### src/rtl/eff_noise_gate.sv
// Noise gate ahead of the hard-clip stage: closed/attack/open/hold/release envelope ramps per-sample gain 0..unity.
// Latency 2 cycles at 1 sample/cycle; no backpressure, vld_i gaps freeze the envelope; en=0 is a plain 2-cycle bypass.
module eff_noise_gate #(
    parameter int DATA_WIDTH   = 8,
    parameter int GAIN_BITS    = 4,
    parameter int HOLD_SAMPLES = 256
) (
    input  logic                         clk,
    input  logic                         rst,
    input  logic                         en,
    input  logic        [DATA_WIDTH-2:0] thresh,
    input  logic signed [DATA_WIDTH-1:0] data_i,
    input  logic                         vld_i,
    output logic signed [DATA_WIDTH-1:0] data_o,
    output logic                         vld_o,
    output logic                         gate_open
);
    localparam int GW = GAIN_BITS + 1;
    localparam int CW = $clog2(HOLD_SAMPLES + 1);
    localparam int PW = DATA_WIDTH + GW;
    localparam logic [GW-1:0] UNITY     = {1'b1, {GAIN_BITS{1'b0}}};
    localparam logic [CW-1:0] HOLD_LAST = CW'(HOLD_SAMPLES - 1);

    typedef enum logic [2:0] {
        S_CLOSED,
        S_ATTACK,
        S_OPEN,
        S_HOLD,
        S_RELEASE
    } state_t;

    state_t                        state, state_n;
    logic         [GW-1:0]         gain, gain_n, gain_up, gain_dn, gain_eff;
    logic         [CW-1:0]         cnt, cnt_n;
    logic         [DATA_WIDTH-1:0] mag;
    logic                          loud;
    logic signed  [DATA_WIDTH-1:0] d1;
    logic                          v1;
    logic                          loud1;
    logic signed  [PW-1:0]         prod;

    // Magnitude kept unsigned at full width so the most negative sample maps to 2^(DATA_WIDTH-1).
    always_comb begin
        mag  = data_i[DATA_WIDTH-1] ? (~data_i + 1'b1) : data_i;
        loud = mag > {1'b0, thresh};
    end

    always_ff @(posedge clk) begin
        if (rst) begin
            d1    <= '0;
            v1    <= 1'b0;
            loud1 <= 1'b0;
        end else begin
            d1    <= data_i;
            v1    <= vld_i;
            loud1 <= loud;
        end
    end

    assign gain_eff = en ? gain : UNITY;
    assign prod     = PW'(d1) * PW'($signed({1'b0, gain_eff}));

    always_ff @(posedge clk) begin
        if (rst) begin
            data_o <= '0;
            vld_o  <= 1'b0;
        end else begin
            vld_o <= v1;
            if (v1)
                data_o <= DATA_WIDTH'(prod >>> GAIN_BITS);
        end
    end

    assign gain_up = gain + 1'b1;
    assign gain_dn = gain - 1'b1;

    always_comb begin
        state_n = state;
        gain_n  = gain;
        cnt_n   = cnt;
        if (!en) begin
            state_n = S_OPEN;
            gain_n  = UNITY;
            cnt_n   = '0;
        end else if (v1) begin
            case (state)
                S_CLOSED: begin
                    if (loud1) begin
                        state_n = S_ATTACK;
                        gain_n  = GW'(1);
                    end
                end
                S_ATTACK: begin
                    gain_n = gain_up;
                    if (gain_up == UNITY)
                        state_n = S_OPEN;
                end
                S_OPEN: begin
                    if (!loud1) begin
                        if (HOLD_SAMPLES == 1) begin
                            state_n = S_RELEASE;
                        end else begin
                            state_n = S_HOLD;
                            cnt_n   = CW'(1);
                        end
                    end
                end
                S_HOLD: begin
                    if (loud1) begin
                        state_n = S_OPEN;
                        cnt_n   = '0;
                    end else if (cnt == HOLD_LAST) begin
                        state_n = S_RELEASE;
                        cnt_n   = '0;
                    end else begin
                        cnt_n = cnt + 1'b1;
                    end
                end
                S_RELEASE: begin
                    // Re-attack one step below unity lands on unity, so it goes straight to OPEN.
                    if (loud1) begin
                        gain_n  = gain_up;
                        state_n = (gain_up == UNITY) ? S_OPEN : S_ATTACK;
                    end else begin
                        gain_n = gain_dn;
                        if (gain_dn == '0)
                            state_n = S_CLOSED;
                    end
                end
                default: begin
                    state_n = S_CLOSED;
                    gain_n  = '0;
                    cnt_n   = '0;
                end
            endcase
        end
    end

    always_ff @(posedge clk) begin
        if (rst) begin
            state     <= S_CLOSED;
            gain      <= '0;
            cnt       <= '0;
            gate_open <= 1'b0;
        end else begin
            state     <= state_n;
            gain      <= gain_n;
            cnt       <= cnt_n;
            gate_open <= (state_n == S_OPEN) || (state_n == S_HOLD);
        end
    end
endmodule

### config.mk
export PLATFORM = sky130hd
export DESIGN_NAME = eff_noise_gate
export DESIGN_NICKNAME = d
export VERILOG_FILES = /design/src/rtl/eff_noise_gate.sv
export SDC_FILE = /design/constraint.sdc
export NUM_CORES = 1
export LEC_CHECK = 0
export CAP_MARGIN = 15
export CORE_UTILIZATION = 40
export CTS_CLUSTER_SIZE = 8
export DETAILED_ROUTE_END_ITERATION = 8
export GPL_TIMING_DRIVEN = 0
export PLACE_DENSITY_LB_ADDON = 0.05
export SYNTH_ARGS = -nofsm -noshare
export SYNTH_HDL_FRONTEND = slang
export SYNTH_SLANG_ARGS = --single-unit
### constraint.sdc
create_clock -name clk -period 5.6 [get_ports clk]
set_clock_uncertainty 0.15 [all_clocks]
set_input_delay 1.12 -clock clk [delete_from_list [all_inputs] [get_ports clk]]
set_output_delay 1.12 -clock clk [all_outputs]
set_load 0.02 [all_outputs]
# Word-level counts from Yosys, hierarchy flattened
# Index checks and enable logic that the tools add are counted.
[classes]
bitwise = 4
mul = 1
reduce_logical = 9
muxes = 22
eq_ne = 13
addsub = 4
order_cmp = 1
[op_table]
columns = ["cell", "n"]
rows = [
  ["$mux W3", 9],
  ["$mux W9", 3],
  ["$pmux W9 S3", 1],
  ["$mux W5", 5],
  ["$pmux W5 S4", 1],
  ["$pmux W3 S5", 1],
  ["$eq A3 B2 Y1 const B", 4],
  ["$mul A8 B6 Y12", 1],
  ["$add A9 B1 Y9 const B", 1],
  ["$eq A9 B8 Y1 const B", 1],
  ["$reduce_and A3 Y1", 3],
  ["$add A8 B1 Y8 const B", 1],
  ["$gt A8 B7 Y1", 1],
  ["$mux W8", 1],
  ["$not A8 Y8", 1],
  ["$ne A2 B2 Y1 const B", 3],
  ["$add A5 B1 Y5 const B", 1],
  ["$eq A5 B5 Y1 const B", 1],
  ["$logic_not A5 Y1", 1],
  ["$sub A5 B1 Y5 const B", 1],
  ["$reduce_or A2 Y1", 2],
  ["$eq A3 B1 Y1 const B", 1],
  ["$eq A3 B3 Y1 const B", 1],
  ["$logic_not A3 Y1", 1],
  ["other kinds (6)", 8],
]
[word_totals]
out_inout_bits = 10
wordCells = 64
input_bits = 19
register_bits = 37

# Depth between registers and ports, before layout
[depth]
ltp_word = 9
mapped_depth = 16
mapped_depth_nobuf = 14

# Least setup slack after synthesis
# Ideal clock, no wire load.
[synth_path]
path_kind = "in2reg"
start = "input port en"
end = "register data_o[7]"
path_buffers = 2
setup_time_ps = 86
t_required_ps = 5364
cell_stages = 15
arrival_ps = 4580
setup_slack_ps = 784
cell_sequence = "clkbuf_8 > clkbuf_1 > nand3_1 > inv_1 > fa_1 > fa_1 > inv_1 > fa_1 > inv_1 > ha_1 > o21a_1 > a2111oi_0 > nor3_1 > xnor2_1 > a211oi_1"
[synth_via]
elab_chain_cells = 2
[synth_lines]
columns = ["element", "line_no", "source"]
rows = [
  ["start, declared", "10", "input logic en,"],
  ["$mux W5", "60", "assign gain_eff = en ? gain : UNITY;"],
  ["$mul A8 B6 Y12", "61", "assign prod = PW'(d1) * PW'($signed({1'b0, gain_eff}));"],
  ["end signal, assigned", "70", "data_o <= DATA_WIDTH'(prod >>> GAIN_BITS);"],
  ["end, declared", "14", "output logic signed [DATA_WIDTH-1:0] data_o,"],
]
# Every way passes these cells.
# A chain may end at the register's enable or synchronous reset.

# Worst setup path in the final report
# Same ends and word-level chain as after synthesis.

==> flow_summary.ini <==
[logic_synthesis]
synth_cell_types = 62
synth_edf_count = 0
netlist_area_sq_um = 3371
yosysTopAreaCell = dfxtp_1
synth-seq-cells = 37
yosysMostFrequentCell = inv_1
syn_area_per_cell_sq_um = 8.427
yosysSeqAreaShare_pct = 21.97
syn_inst = 400
synthArstFlopShare_pct = 0
syn_nets = 470
synth_flop_cell = dfxtp_1
ys_warn_count = 0
synthTopCellsByArea = dfxtp_1, fa_1, ha_1, and3_1, inv_1
synthTopCellsByCount = inv_1, dfxtp_1, nor2_1, ha_1, and3_1
yosysTopAreaCellShare_pct = 21.97

[routing]
dr.pass1.iters = 4
first_iter_violations = 100
vias = 2843
ant_nets = 0
wl_per_cell_um = 14.41
drt-total-wl_um = 7781
drc = 0
vias_per_cell = 5.265

[critical_path]
max_stage_delay_ps = 540
required_ps = 5660
crit_path_end_kind = flip-flop
crit_buf_inv = 6
worst_setup_path_start_kind = input pin
crit_fanout = 10
cpMaxStageDelayCell = fa_1
path_class = input pin to flip-flop
cp.arrival_ps = 5300
crit_chain = clkdlybuf4s50_1, clkbuf_8, clkbuf_2, nand3_1, inv_1, fa_1, fa_1, inv_1, fa_1, inv_1, ha_1, o21a_1, a2111oi_2, nor3_1, xnor2_1, a211oi_1
critPathTopFamily = adder cells

[clocking]
insertion_delay_ps = 290
h-tree-depth = 2
tritoncts = yes
numClockSinks = 37
clockRootBuffer = clkbuf_8
cts_hold_repair.buffers = 0
cts_setup_buffers = 0
numCtsBuffers = 5
clk_pin_slew_ps = 80
cts_buffer_depth = 2
post_cts_resized = 0

[floorplan]
rows = 33
die_x_um = 93.80
dieHeight_um = 93.80
start_util_pct = 41.23
ios = 29
core_area_sq_um = 8175
dieArea_sq_um = 8798

[final_layout]
multi_input_area_sq_um = 2350
fill_cells = 840
finalNetCount = 504
stdcell_area_sq_um = 3875
synthToLayoutAreaGrowth_pct = 14.96
seqCellArea_sq_um = 740.7
layout-drive-gt1-share_pct = 7.126
fin_util_pct = 47.40
diodes = 0

[sta]
timing.max_slew.rel_slack_pct = 64.62
max_freq_ghz = 0.1907
tns_ps = 0
final_max_slew_viol_count = 0
period_minus_slack_ps = 5244
hold_viol_final = 0
rsz0062_at_grt = no
period_share_pct = 93.64
setup_viol = 0
tightest_slew_ps = 530.6

[global_route]
grt_pass1_wl_um = 13370
grt.overflow.total = 0
grt_util_all_layers_pct = 19.34
antenna_found_initial = 0
grt_pass1_vias = 2777
grt_max_degree = 15

[place]
port_buffers = 27
placed_cell_area_sq_um = 3772
gp_congestion = 0.8071
dp_hpwl_um = 6221

[pwr]
powerDensity_nw_per_um2 = 155.7
ir_worst_vdd_mv = 0.1236
leakage_nw = 1.725

[run]
cap_violations = 0

[status]
status = finished clean

[hold_path]
min_path_type = flip-flop to flip-flop
-- flip-flops by register name (all words and copies together) (netlist names) --
register   cells
gain           5
data_o         8
cnt            9
gate_open      1
v1             1
loud1          1
state          3
vld_o          1
d1             8
-- metal layers --
| layer | GRT usage, % | up-vias | wire (um) |
|---|---|---|---|
| met5 | 0 | - | 0 |
| met1 | 27.43 | 1353 | 4092 |
| met3 | 2.346 | 5 | 190 |
| li1 | - | 1439 | - |
| met4 | 5.256 | 0 | 57 |
| met2 | 30.78 | 46 | 3441 |
-- metrics by stage --
stage | std cells | worst slack, ps | power, mW | hold WS, ps
finish | 540 | 356.3 | 0.6033 | 332.7
CTS | 540 | 151.3 | 0.6124 | 336.4
detailed placement | 532 | -140.2 | 0.4137 | 315.8
global placement | 532 | -147.9 | 0.4139 | 313.7
floorplan | 400 | 784.3 | 0.3681 | 294.6
global route | 540 | 90.99 | 0.6407 | 354.3
-- cell type report --
| class | instances | share of cell area [%] |
|---|---|---|
| multi-input cells | 299 | 60.64 |
| flip-flops and latches | 37 | 19.12 |
| repair buffers | 27 | 6.974 |
| inverters | 44 | 4.262 |
| well taps | 105 | 3.390 |
| plain buffers | 20 | 3.197 |
| clock buffers | 5 | 1.776 |
| clock inverters | 3 | 0.6458 |
-- power breakdown --
part / total (mW) / leakage, nW / internal, mW / switching, mW
Sequential: 0.281 / 0.303 / 0.272 / 0.00897
Clock: 0.195 / 0.0447 / 0.0898 / 0.105
Combinational: 0.128 / 1.38 / 0.0590 / 0.0685
-- worst paths after layout --
path,slack [ps],to,cells past startpoint,from
min reg2reg,330,cnt[8]$_SDFFE_PP0P_,1,cnt[8]$_SDFFE_PP0P_
max,360,data_o[7]$_SDFFE_PP0P_,16,en
max reg2reg,1080,data_o[7]$_SDFFE_PP0P_,14,gain[0]$_SDFFE_PP0P_
min,330,cnt[8]$_SDFFE_PP0P_,1,cnt[8]$_SDFFE_PP0P_
-- kinds of logic after synthesis --
family                   count (synthesis)  synth area share (%)
multiplexers                             4                 1.188
AND/OR/NAND/NOR                        152                 25.02
buffers and inverters                   64                 8.501
flip-flops                              37                 21.97
XOR/XNOR                                25                 6.496
AO/OA/AOI/OAI                           67                 12.99
adder cells (fa/ha/maj)                 51                 23.83
-- cells in the final DEF, fill, tap and decap left out, drive strengths merged, types with 7 or more instances in the layout --
cell,instances
clkdlybuf4s50,27
nand2,19
o21ai,17
fa,22
buf,10
ha,29
clkbuf,15
inv,45
and2,10
xnor2,16
and3,28
a21oi,15
nand2b,7
nor2,34
dfxtp,37
nor2b,9
nor3,11
nand3,11
xor2,9
Note: power is estimated with default switching activity, not from simulation.
